<file path="src/rtl/ahblite_interconnect_pkg.sv">
// ahblite_interconnect_pkg
//   Shared definitions for the AHB-Lite interconnect slice: default memory
//   map, the data-phase "default slave" select code, default-slave FSM
//   state encodings, HTRANS encodings and the address-match helper.
package ahblite_interconnect_pkg;

  // Default memory map (4 KiB windows starting at 0x4000_0000)
  localparam logic [31:0] DEF_S0_BASE = 32'h4000_0000;
  localparam logic [31:0] DEF_S0_MASK = 32'hFFFF_F000;
  localparam logic [31:0] DEF_S1_BASE = 32'h4000_1000;
  localparam logic [31:0] DEF_S1_MASK = 32'hFFFF_F000;
  localparam logic [31:0] DEF_S2_BASE = 32'h4000_2000;
  localparam logic [31:0] DEF_S2_MASK = 32'hFFFF_F000;
  localparam logic [31:0] DEF_S3_BASE = 32'h4000_3000;
  localparam logic [31:0] DEF_S3_MASK = 32'hFFFF_F000;

  // Data-phase select code meaning "built-in default slave"
  localparam logic [2:0] DSEL_DEFAULT = 3'd4;

  // Default-slave FSM states
  typedef enum logic [1:0] {
    DS_IDLE = 2'd0,
    DS_ERR1 = 2'd1,
    DS_ERR2 = 2'd2
  } ds_state_e;

  // HTRANS encodings
  localparam logic [1:0] HTRANS_IDLE   = 2'b00;
  localparam logic [1:0] HTRANS_BUSY   = 2'b01;
  localparam logic [1:0] HTRANS_NONSEQ = 2'b10;
  localparam logic [1:0] HTRANS_SEQ    = 2'b11;

  function automatic logic addr_match(input logic [31:0] addr,
                                      input logic [31:0] base,
                                      input logic [31:0] mask);
    return (addr & mask) == base;
  endfunction

endpackage

</file>
<file path="src/rtl/ahblite_default_slave.sv">
// ahblite_default_slave
//   Answers every access that decodes to no slave. Active transfers
//   (NONSEQ/SEQ) get the two-cycle AHB ERROR response; IDLE/BUSY get a
//   zero-wait OKAY.
// Ports:
//   HCLK, HRESETn   clock, asynchronous active-low reset
//   sel             address phase decodes to no slave
//   htrans          master HTRANS
//   hready          shared bus HREADY (address phase is taken only when 1)
//   hreadyout       default-slave HREADYOUT
//   hresp           default-slave HRESP
module ahblite_default_slave
  import ahblite_interconnect_pkg::*;
(
  input  logic       HCLK,
  input  logic       HRESETn,
  input  logic       sel,
  input  logic [1:0] htrans,
  input  logic       hready,
  output logic       hreadyout,
  output logic       hresp
);

  ds_state_e state, state_nxt;
  logic      err_req;

  // An unmapped active transfer whose address phase is being accepted
  assign err_req = hready && sel &&
                   ((htrans == HTRANS_NONSEQ) || (htrans == HTRANS_SEQ));

  always_ff @(posedge HCLK or negedge HRESETn) begin
    if (!HRESETn) state <= DS_IDLE;
    else          state <= state_nxt;
  end

  always_comb begin
    state_nxt = state;
    case (state)
      DS_IDLE: if (err_req) state_nxt = DS_ERR1;
      DS_ERR1: state_nxt = DS_ERR2;
      DS_ERR2: state_nxt = err_req ? DS_ERR1 : DS_IDLE;
      default: state_nxt = DS_IDLE;
    endcase
  end

  // Outputs depend on state only; hready feeds back from the bus mux, so
  // keeping this decode separate from next-state avoids a combinational loop.
  always_comb begin
    hreadyout = 1'b1;
    hresp     = 1'b0;
    case (state)
      DS_ERR1: begin
        hreadyout = 1'b0;
        hresp     = 1'b1;
      end
      DS_ERR2: hresp = 1'b1;
      default: ;
    endcase
  end

endmodule

</file>
<file path="src/rtl/ahblite_interconnect.sv">
// ahblite_interconnect
//   Single-master AHB-Lite address decoder, response multiplexer and
//   default slave for the Cortex-M0 peripheral bus.
// Ports:
//   HCLK, HRESETn  clock, asynchronous active-low reset
//   HADDR, HTRANS  master address phase
//   HSEL_S         per-slave select (bit i = slave i), address phase
//   HREADYOUT_S    per-slave HREADYOUT
//   HRESP_S        per-slave HRESP
//   HRDATA_S       per-slave read data, slave i at [32i+31:32i]
//   HREADY         shared ready to master and all slaves
//   HRESP, HRDATA  response and read data to master
module ahblite_interconnect
  import ahblite_interconnect_pkg::*;
#(
  parameter int          NSLV    = 4,
  parameter logic [31:0] S0_BASE = DEF_S0_BASE,
  parameter logic [31:0] S0_MASK = DEF_S0_MASK,
  parameter logic [31:0] S1_BASE = DEF_S1_BASE,
  parameter logic [31:0] S1_MASK = DEF_S1_MASK,
  parameter logic [31:0] S2_BASE = DEF_S2_BASE,
  parameter logic [31:0] S2_MASK = DEF_S2_MASK,
  parameter logic [31:0] S3_BASE = DEF_S3_BASE,
  parameter logic [31:0] S3_MASK = DEF_S3_MASK
) (
  input  logic                 HCLK,
  input  logic                 HRESETn,
  input  logic [31:0]          HADDR,
  input  logic [1:0]           HTRANS,
  output logic [NSLV-1:0]      HSEL_S,
  input  logic [NSLV-1:0]      HREADYOUT_S,
  input  logic [NSLV-1:0]      HRESP_S,
  input  logic [32*NSLV-1:0]   HRDATA_S,
  output logic                 HREADY,
  output logic                 HRESP,
  output logic [31:0]          HRDATA
);

  logic [2:0] dsel, dsel_nxt;
  logic       def_sel;
  logic       def_hreadyout;
  logic       def_hresp;

  // Address decode: lowest index wins on overlapping windows, so at most
  // one select is ever asserted. HTRANS is deliberately not qualified here.
  always_comb begin
    HSEL_S   = '0;
    dsel_nxt = DSEL_DEFAULT;
    if (addr_match(HADDR, S0_BASE, S0_MASK)) begin
      HSEL_S[0] = 1'b1;
      dsel_nxt  = 3'd0;
    end else if (addr_match(HADDR, S1_BASE, S1_MASK)) begin
      HSEL_S[1] = 1'b1;
      dsel_nxt  = 3'd1;
    end else if (addr_match(HADDR, S2_BASE, S2_MASK)) begin
      HSEL_S[2] = 1'b1;
      dsel_nxt  = 3'd2;
    end else if (addr_match(HADDR, S3_BASE, S3_MASK)) begin
      HSEL_S[3] = 1'b1;
      dsel_nxt  = 3'd3;
    end
  end

  assign def_sel = (dsel_nxt == DSEL_DEFAULT);

  // Data-phase select: a new address phase is taken only when HREADY is high
  always_ff @(posedge HCLK or negedge HRESETn) begin
    if (!HRESETn)    dsel <= DSEL_DEFAULT;
    else if (HREADY) dsel <= dsel_nxt;
  end

  ahblite_default_slave u_default_slave (
    .HCLK      (HCLK),
    .HRESETn   (HRESETn),
    .sel       (def_sel),
    .htrans    (HTRANS),
    .hready    (HREADY),
    .hreadyout (def_hreadyout),
    .hresp     (def_hresp)
  );

  // Response mux; codes 4..7 all route to the default slave, whose read
  // data is always zero.
  always_comb begin
    HREADY = def_hreadyout;
    HRESP  = def_hresp;
    HRDATA = '0;
    if (!dsel[2]) begin
      HREADY = HREADYOUT_S[dsel[1:0]];
      HRESP  = HRESP_S[dsel[1:0]];
      HRDATA = HRDATA_S[{dsel[1:0], 5'b0} +: 32];
    end
  end

endmodule

</file>
<file path="config.mk">
export PLATFORM = sky130hd
export DESIGN_NAME = ahblite_interconnect
export DESIGN_NICKNAME = d
export VERILOG_FILES = /design/src/rtl/ahblite_interconnect_pkg.sv /design/src/rtl/ahblite_default_slave.sv /design/src/rtl/ahblite_interconnect.sv
export SDC_FILE = /design/constraint.sdc
export NUM_CORES = 1
export LEC_CHECK = 0
export ABC_AREA = 1
export CAP_MARGIN = 5
export CORE_AREA = 5 5 75 104
export DETAILED_ROUTE_END_ITERATION = 10
export DIE_AREA = 0 0 80 109
export PLACE_DENSITY = 0.8
export RECOVER_POWER = 25
export SLEW_MARGIN = 25
export SYNTH_ARGS = -nofsm -noshare
export SYNTH_HDL_FRONTEND = slang
export SYNTH_HIERARCHICAL = 1
export SYNTH_SLANG_ARGS = --single-unit
</file>
<file path="constraint.sdc">
create_clock -name HCLK -period 1.6 [get_ports HCLK]
set_input_delay 0.32 -clock HCLK [delete_from_list [all_inputs] [get_ports HCLK]]
set_output_delay 0.32 -clock HCLK [all_outputs]
set_load 0.01 [all_outputs]
</file>
==> results of run 1 <==
==> layout by cell type, fill, tap and decap left out, types with 12 or more instances in the layout <==
cell type and n:
nor2_4 18, buf_2 47, o21ai_1 43, inv_1 16, buf_6 13, nor2_2 22, nand2_1 13, o21ai_2 16
nand2_2 13, a21oi_1 29, clkdlybuf4s50_1 137, nor2_1 111, buf_4 34, inv_2 12
==> state kept, by name, indices dropped and copies added, names as in the netlist <==
| name | flops |
|---|---|
| dsel | 3 |
| u_default_slave/state | 2 |
==> what timing repair did <==
action / in CTS / in global routing
setup endpoints to repair: 40 / 42
pin swaps: 42 / 63
cloned: 6 / 5
gates resized for setup: 290 / 97
buffers inserted: 20 / 3
hold buffers: 0 / 0
==> area by class of cell <==
cell class,count,area [µm²]
Timing Repair Buffer,260,2509
Fill cell,596,2195
Multi-Input combinational cell,303,1709
Sequential cell,5,128.9
Inverter,29,125.1
Tap cell,95,118.9
Clock buffer,4,45.04
Timing Repair inverter,1,16.27
==> synthesized netlist by cell type <==
cell,number,area [µm²]
a21oi_1,34,170.2
a31oi_1,1,6.260
buf_12,1,20.02
buf_2,6,30.03
buf_4,2,15.01
buf_6,6,67.56
clkbuf_1,10,37.54
clkbuf_2,1,5.000
dfrtp_1,4,100.1
dfstp_2,1,26.28
ha_1,5,62.56
inv_1,27,101.4
inv_2,1,3.750
inv_6,1,8.760
nand2_1,26,97.59
nand2_2,1,6.260
nand3_1,12,60.06
nand3_2,2,20.02
nand4_1,1,6.260
nor2_1,150,563.0
nor2_2,1,6.260
o21ai_0,42,210.2
o21ai_1,27,135.1
or2_2,1,6.260
==> power breakdown <==
part / switching (mW) / leakage, nW / total [mW] / internal [mW]
logic: 0.830 / 1.99 / 1.70 / 0.871
clock network: 0.0717 / 0.0228 / 0.243 / 0.172
registers: 0.0256 / 0.0610 / 0.195 / 0.169
total: 0.928 / 2.07 / 2.14 / 1.21
==> worst paths after layout <==
path,from,end,slack [ns],depth (start not counted)
max,dsel[0],HRDATA[31],-0.27,8
min,HRESETn,dsel[1],0.39,1
max reg2reg,dsel[0],u_default_slave/state[1],-0.13,13
min reg2reg,u_default_slave/state[1],u_default_slave/state[1],0.63,3
max in group asynchronous,HRESETn,dsel[2],0.96,1
min in group HCLK,HADDR[16],dsel[1],0.62,8
==> kinds of logic (layout without fill, tap and decap cells) <==
family / after synthesis / in the layout / share of synthesized area
compound gates: 104 / 104 / 0.2955
fa+ha+maj: 5 / 5 / 0.03544
buf+inv: 55 / 294 / 0.1637
flops: 5 / 5 / 0.07159
simple gates: 194 / 194 / 0.4337
==> layer usage <==
metal / global-route usage / part of all wire / up-vias / routed length (µm)
li1: - / - / 1643 / -
met1: 0.2023 / 0.33 / 1529 / 3717
met2: 0.4384 / 0.54 / 164 / 6072
met3: 0.06281 / 0.10 / 23 / 1124
met4: 0.06039 / 0.024 / 0 / 274
met5: 0 / 0 / - / 0
==> metrics by stage <==
stage	power (mW)	instance area [µm²]	TNS, ns	hold slack (ns)
floorplan	0.8219	1765	0	0.02441
global placement	1.909	4015	-17.04	0.5525
detailed placement	1.938	4015	-17.70	0.5589
CTS	2.070	4322	-6.170	0.3166
global route	2.284	4652	-9.830	0.4116
finish	2.140	4652	-7.287	0.3858
==> worst register-to-register path: stages (launching register included) <==
cell,delay (ns)
dfrtp_2,0.43
buf_6,0.13
clkbuf_16,0.14
buf_6,0.13
nand2_2,0.06
nand3_2,0.07
nand3_2,0.09
nand2_2,0.08
buf_6,0.12
buf_6,0.12
nand3_4,0.07
nand2_1,0.06
nand2_1,0.06
nand2_1,0.04
==> results.md, run 1 <==
* Status: finished, violations left
* Failing checks: setup timing
* Core area at 6847 µm²
* Delay-heaviest family, CP: buffers and inverters
* Pin count of the biggest net entering global routing at 23
* Post-route DRC at 0
* Synth warn at 6
* Worst-Margin Slew at 0.2270 ns
* Worst slew margin at 0.8471
* DP Wirelength at 7.753 mm
* WP data arrival at 1.55 ns
* Synth cell types at 24
* Post-Syn Area at 1765 µm²
* Initial antenna violation count at 0
* Unrepaired setup endpoints after global routing: true
* Max-slew violations at 0
* Cell mode on critical path: nor2_2
* Gate Count Post-Synth at 363
* Clock Latency Late Sink at 0.23 ns
* Final setup violation count at 40
* Finished Layout Cells at 697
* IO Port Bufs at 196
* Leak at 2.070 nW
* Die width at 80 µm
* Starting DRT DRC Count at 132
* CP max FO at 4
* Placed cell count at 662
* CP Capture Type: output pin
* Hold Fails Final Rpt at 0
* Global-route wire length before repair at 14.99 mm
* WP buf/inv at 4
* Fraction of final layout cells sized beyond drive strength 1 at 0.3704
* Max cap viols at 0
* Final WS setup at -0.2716 ns
* ANT nets after route at 0
* Routed wire per std cell at 16.05 µm
* TritonCTS clock tree: yes
* Syn avg cell area at 4.863 µm²
* Worst VDD drop at 0.3534 mV
* Fin crit period at 1.872 ns
* CP max stage delay at 0.41 ns
* Starting density of the core at 0.2579
* CP Class: flop to output pin
* Required time of the critical path at 1.28 ns
* I/O pins at 210
* CP max-delay cell: dfrtp_2
* Power density cells at 460.0 nW/µm²
* Die Ht at 109 µm
* Register bit total from synthesis at 5
* Syn nets at 540
* Final nets at 780
* Vias per cell at 4.819
* Gp weighted congestion at 0.8599
* All-Layer GR Usage at 0.2159
* Vias in the first global route at 3,222
* Clock Tree Buf Depth at 2
* Clock sinks at 5
* Rows at 36
* Reg clk slew, reported paths at 0.04 ns
* ANT cells at 0
* DR vias at 3,359
* CP Cell Sequence: buf_6, clkbuf_16, buf_4, nor2_2, nor2_2, o21ai_4, a21oi_2, buf_2
* Clk root buf: clkbuf_8
* Tcrit/Tclk final at 1.170
* Layout area overhead at 163.5%
* Final wirelength at 11.19 mm
* F_max at 534.3 MHz
* Crit path launch type: flop
* Register area share after synthesis at 0.07158
* Finished Core Util at 0.6795
* Die area at 8720 µm²
* Num CTS Buffers at 3
* Htree depth at 1
* Gr ovfl total at 0
* Drt pass-1 iters at 5
* Worst clock skew at 0.0009326 ns
* Hold crit path type: primary input to asynchronous set/reset pin
* Post-Place Worst Slack at -0.6809 ns
(Power assumes the default switching activity.)
==> inputs of run 2 (changes only) <==
RECOVER_POWER = 100   (was 25)
==> results.md, run 2 (synthesis results as in run 1) <==
* Status: finished, violations left
* Failing checks: setup timing
* Starting DRT DRC Count at 131 (-0.76%)
* Worst-Margin Slew at 0.2392 ns (+0.01216 ns)
* Clock Latency Late Sink at 0.23 ns (about the same)
* Die Ht at 109 µm (unchanged)
* Leak at 2.061 nW (-0.40%)
* Clock sinks at 5 (unchanged)
* Core area at 6847 µm² (unchanged)
* Clock Tree Buf Depth at 2 (unchanged)
* ANT nets after route at 0 (unchanged)
* DR vias at 3,366 (+0.21%)
* P_sw at 0.9287 mW (+0.13%)
* I/O pins at 210 (unchanged)
* F_max at 534.1 MHz (about the same)
* Worst slew margin at 0.8400 (-0.007034)
* Finished Core Util at 0.6787 (-0.0007310)
* Sequential share of power at 0.092 (about the same)
* CP Class: flop to output pin
* Final nets at 780 (unchanged)
* Final instance area at 4647 µm² (-0.11%)
* Fraction of final layout cells sized beyond drive strength 1 at 0.3671 (-0.003322)
* Unrepaired setup endpoints after global routing: true
* Worst clock skew at 0.0005583 ns (-0.0003743 ns)
* Vias in the first global route at 3,222 (unchanged)
* Crit path launch type: flop
* Clk root buf: clkbuf_8
* Internal Pwr Total at 1.212 mW (unchanged)
* Vias per cell at 4.829 (+0.21%)
* DP Wirelength at 7.753 mm (unchanged)
* Drt pass-1 iters at 5 (unchanged)
* Most common cell after layout, fill and taps aside: clkdlybuf4s50_1
* Required time of the critical path at 1.28 ns (about the same)
* Tcrit/Tclk final at 1.170 (about the same)
* Hold crit path type: primary input to asynchronous set/reset pin
* ANT cells at 0 (unchanged)
* Rows at 36 (unchanged)
* Starting density of the core at 0.2579 (unchanged)
* Gp weighted congestion at 0.8599 (unchanged)
* Gr ovfl total at 0 (unchanged)
* Routed wire per std cell at 16.09 µm (+0.26%)
* Layout area overhead at 163.2%
* Die width at 80 µm (unchanged)
* CP Capture Type: output pin
* CP max FO at 4 (unchanged)
* Worst VDD drop at 0.3549 mV (+0.42%)
* Power density cells at 460.8 nW/µm² (+0.16%)
* Post-route DRC at 0 (unchanged)
* Most flop-heavy register: dsel
* Max-slew violations at 0 (unchanged)
* Hold Fails Final Rpt at 0 (unchanged)
* All-Layer GR Usage at 0.2159 (unchanged)
* Fin crit period at 1.872 ns (+0.0006280 ns)
* Reg clk slew, reported paths at 0.04 ns (about the same)
* Final WS setup at -0.2722 ns (-0.0006280 ns)
* Most frequent cells in the layout: clkdlybuf4s50_1, nor2_1, buf_2
* Cell Area, Placed at 4015 µm² (unchanged)
* Net Sw Frac at 0.4338 (about the same)
* Top Registers: dsel (3), u_default_slave/state (2)
* Num CTS Buffers at 3 (unchanged)
* Final wirelength at 11.22 mm (+0.26%)
* Max cap viols at 0 (unchanged)
* Pin count of the biggest net entering global routing at 23 (unchanged)
* TritonCTS clock tree: yes
* Initial antenna violation count at 0 (unchanged)
* Clk network pwr share at 0.115 (about the same)
* Hold Slack at 0.3863 ns (+0.0004600 ns)
* Comb pwr share at 0.794 (about the same)
* IO Port Bufs at 196 (unchanged)
* Htree depth at 1 (unchanged)
* WP data arrival at 1.55 ns (about the same)
* Final setup violation count at 40 (unchanged)
* Total power at 2.141 mW (about the same)
* Global-route wire length before repair at 14.99 mm (unchanged)
* Max reg flops at 3 (unchanged)
* Cts hold-fix bufs at 0 (unchanged)
* Fill cell count at 597 (+0.17%)
* Post-Place Worst Slack at -0.6809 ns (unchanged)
* Die area at 8720 µm² (unchanged)
[run 2: path summary, 6_finish.rpt]
check,from,end,slack (ns),cells after the start
worst max-delay path,dsel[0],HRDATA[31],-0.27,8
worst min-delay path,HRESETn,dsel[1],0.39,1
worst max register to register,dsel[0],u_default_slave/state[1],-0.13,13
worst min register to register,u_default_slave/state[1],u_default_slave/state[1],0.65,3
max in group asynchronous,HRESETn,dsel[2],0.96,1
min in group HCLK,HADDR[16],dsel[1],0.62,8
[run 2: critical path, cell delays in order, from the launching register on]
cell and delay, ns:
dfrtp_2 0.41, buf_6 0.12, clkbuf_16 0.13, buf_4 0.11, nor2_2 0.04, nor2_2 0.15
o21ai_4 0.09, a21oi_2 0.13, buf_2 0.14
[run 2: repair_timing]
action / in CTS / in global routing
cloned: 6 / 5
setup endpoints to repair: 40 / 42
buffers inserted: 20 / 3
gates resized for setup: 290 / 97
pin swaps: 42 / 63
[run 2: final cells by class]
class,count,area [µm²],share of cell area
Clock buffer,4,45.04,0.009693
Timing Repair Buffer,260,2504,0.5388
Tap cell,95,118.9,0.02558
Sequential cell,5,128.9,0.02773
Multi-Input combinational cell,303,1709,0.3678
Inverter,29,125.1,0.02693
Timing Repair inverter,1,16.27,0.003500
[run 2: power by group through the flow]
stage	logic, mW	registers (mW)	clock network (mW)
after global routing	1.84	0.201	0.246
after floorplan	0.633	0.189	0
after CTS	1.63	0.196	0.248
after detailed placement	1.74	0.197	0
final	1.70	0.196	0.245
after global placement	1.71	0.194	0
[run 2: stage by stage]
| step | std cells | TNS [ns] |
|---|---|---|
| 2_1_floorplan | 363 | 0 |
| 3_3_place_gp | 662 | -17.04 |
| 3_5_place_dp | 662 | -17.70 |
| 4_1_cts | 691 | -6.170 |
| 5_1_grt | 697 | -9.832 |
| 6_report | 697 | -7.295 |
[run 2: per-layer routing]
layer	vias to the layer above	GRT usage	wire (µm)
li1	1643	-	-
met3	27	0.06281	1152
met1	1533	0.2023	3694
met4	0	0.06039	295
met2	163	0.4384	6074
met5	-	0	0
==> inputs of run 3 (changes only) <==
ABC_AREA = 0   (was 1)
CAP_MARGIN = not set   (was 5)
CORE_AREA = 5 5 75 105   (was 5 5 75 104)
DIE_AREA = 0 0 80 110   (was 0 0 80 109)
PLACE_DENSITY = 0.77   (was 0.8)
clock period = 1.7 ns   (was 1.6 ns; I/O delays follow)
==> results.md, run 3 <==
* Drt pass-1 iters at 4 (-1)
* Worst clock skew at 0.0002157 ns (-0.0003426 ns)
* Worst-Margin Slew at 0.2436 ns (+0.004446 ns)
* P_sw at 0.3376 mW (-64%)
* DP Wirelength at 6.149 mm (-21%)
* Final setup violation count at 42 (+5.0%)
* Starting density of the core at 0.2116 (-0.04624)
* Synth cell types at 26 (+8.3%)
* Initial antenna violation count at 0 (unchanged)
* Die area at 8800 µm² (+0.92%)
* Required time of the critical path at 1.36 ns (+0.08 ns)
* CP max FO at 6 (+2)
* Most flop-heavy register: dsel
* ANT nets after route at 0 (unchanged)
* Ys flop type: dfrtp_1
* Register area share after synthesis at 0.08722 (+0.01564)
* IO Port Bufs at 196 (unchanged)
* CP Capture Type: output pin
* Top post-synthesis cells by count: mux4_2, and2_1, inv_1
* Final wirelength at 7.511 mm (-33%)
* Worst VDD drop at 0.3437 mV (-3.2%)
* Post-Place Worst Slack at -0.9033 ns (-0.2223 ns)
* Net Sw Frac at 0.2718 (-0.1619)
* Clock Latency Late Sink at 0.22 ns (about the same)
* Crit path from: dsel[0]
* Post-Syn Area at 1449 µm² (-18%)
* Gate Count Post-Synth at 125 (-66%)
* Vias in the first global route at 2,294 (-29%)
* DR vias at 2,014 (-40%)
* TritonCTS clock tree: yes
* Status: finished, violations left
* Largest family of logic cells by synthesized area: multiplexers
* Hold Fails Final Rpt at 0 (unchanged)
* Max cap viols at 0 (unchanged)
* Die width at 80 µm (unchanged)
* Max reg flops at 3 (unchanged)
* Max-slew violations at 0 (unchanged)
* Unrepaired setup endpoints after global routing: true
* Tcrit/Tclk final at 1.219
* Yosys top cell area share at 0.5285 (+0.2096)
* Failing checks: setup timing
* Comb pwr share at 0.700 (-0.094)
* All-Layer GR Usage at 0.1571 (-0.05877)
* Cell Area, Placed at 3672 µm² (-8.5%)
* Final WS setup at -0.3716 ns (-0.09934 ns)
* Clk network pwr share at 0.177 (+0.062)
* Clock sinks at 5 (unchanged)
* Gp weighted congestion at 0.7337 (-15%)
* Synth area leader: mux4_2
* Register bit total from synthesis at 5 (unchanged)
* Gr ovfl total at 0 (unchanged)
* Sequential share of power at 0.123 (+0.031)
* Hold crit path type: primary input to asynchronous set/reset pin
* CP Class: flop to output pin
* Power density cells at 308.5 nW/µm² (-33%)
* Final instance area at 4025 µm² (-13%)
* Routed wire per std cell at 17.15 µm (+6.6%)
* Internal Pwr Total at 0.9043 mW (-25%)
* Vias per cell at 4.598 (-4.8%)
* Starting DRT DRC Count at 31 (-76%)
* Syn nets at 302 (-44%)
* Top Registers: dsel (3), u_default_slave/state (2)
* Fin crit period at 2.072 ns
* Clk root buf: clkbuf_8
* Syn avg cell area at 11.59 µm² (+140%)
* ANT cells at 0 (unchanged)
* Most frequent cells in the layout: clkdlybuf4s50_1, mux4_2, buf_6
* F_max at 482.7 MHz
* Compound-Gate Fraction of Synth Area at 0.02332 (-0.2722)
* Post-route DRC at 0 (unchanged)
* Reg clk slew, reported paths at 0.04 ns (about the same)
* Num CTS Buffers at 3 (unchanged)
* Fraction of final layout cells sized beyond drive strength 1 at 0.4373 (+0.07021)
* Top cells by area, synth: mux4_2, and2_1, dfrtp_1
* Fraction of the mapped netlist area in adder cells at 0.04318 (+0.007742)
* Most common cell after layout, fill and taps aside: clkdlybuf4s50_1
* WP data arrival at 1.73 ns (+0.18 ns)
* Core area at 6847 µm² (unchanged)
* Mux share of post-synthesis cell area at 0.5596 (+0.5596)
* Worst slew margin at 0.8363 (-0.003687)
* Leak at 1.598 nW (-22%)
* Finished Layout Cells at 438 (-37%)
* Die Ht at 110 µm (+0.92%)
* Placed cell count at 421 (-36%)
* Synth warn at 6 (unchanged)
* Number of flops mapped to enable cells by yosys at 0 (unchanged)
* Layout area overhead at 177.8%
* Fraction of the mapped netlist area in simple logic gates at 0.2288 (-0.2049)
* Rows at 36 (unchanged)
* Count leader, synth: mux4_2
* Finished Core Util at 0.5879 (-0.09083)
* Total power at 1.242 mW (-42%)
* Crit path launch type: flop
* Post-synthesis xor/xnor area fraction at 0 (unchanged)
* Final nets at 521 (-33%)
* I/O pins at 210 (unchanged)
* Pin count of the biggest net entering global routing at 23 (unchanged)
* Global-route wire length before repair at 10.65 mm (-29%)
* Clock Tree Buf Depth at 2 (unchanged)
* Htree depth at 1 (unchanged)
* Reg-to-reg slack, setup at -0.32 ns (-0.19 ns)
* Worst reg2reg path startpoint: dsel[0]
* Asr flop ratio synth at 1.000 (unchanged)
-- run 3: final timing paths --
check | end | depth (start not counted)
worst max-delay path | HRDATA[29] | 6
min in group HCLK | u_default_slave/state[1] | 2
max in group asynchronous | dsel[2] | 1
worst min-delay path | u_default_slave/state[1] | 1
worst max register to register | u_default_slave/state[1] | 9
worst min register to register | u_default_slave/state[1] | 2
-- run 3: cells by family after synthesis --
| kind of cell | Yosys count |
|---|---|
| AOI/OAI and AO/OA | 4 |
| muxes | 37 |
| adders and majority gates | 5 |
| and+or+nand+nor | 55 |
| DFF | 5 |
| buffers and inverters | 19 |
-- run 3: layer usage --
layer,vias to the layer above,GRT usage,share of wire,wire (µm)
met5,-,0,0,0
met2,148,0.3246,0.55,4120
met1,934,0.1422,0.29,2179
met3,8,0.05854,0.15,1118
li1,924,-,-,-
met4,0,0.02778,0.012,92
-- run 3: cell type report --
| type | count | area [µm²] |
|---|---|---|
| clock buffers | 4 | 45.04 |
| fillers | 596 | 2821 |
| inverters | 8 | 30.03 |
| multi-input cells | 101 | 1386 |
| flip-flops and latches | 5 | 127.6 |
| well taps | 95 | 118.9 |
| repair buffers | 225 | 2317 |
-- run 3: through the flow --
step | TNS (ns) | hold WS (ns)
6_report | -11.36 | 0.4156
5_1_grt | -13.48 | 0.4431
4_1_cts | -13.80 | 0.3494
3_5_place_dp | -21.88 | 0.5843
3_3_place_gp | -21.13 | 0.5806
2_1_floorplan | -2.523 | 0.04441
-- run 3: power by group through the flow --
stage	combinational [mW]	sequential, mW	clock (mW)
2_1_floorplan	0.267	0.160	0
3_3_place_gp	0.800	0.153	0
3_5_place_dp	0.814	0.155	0
4_1_cts	0.870	0.153	0.228
5_1_grt	0.939	0.154	0.234
6_report	0.870	0.152	0.220
-- run 3: timing repair --
item,in CTS,in global routing
hold buffers,0,0
pin swaps,41,12
setup buffers,11,2
setup endpoints to repair,42,42
gates resized for setup,227,41
cloned,4,0
-- run 3: critical path: stages (launching register included) --
cell and delay, ns:
dfrtp_2 0.44, buf_12 0.14, buf_12 0.13, buf_6 0.11, mux4_2 0.42, and2_4 0.16
buf_6 0.11
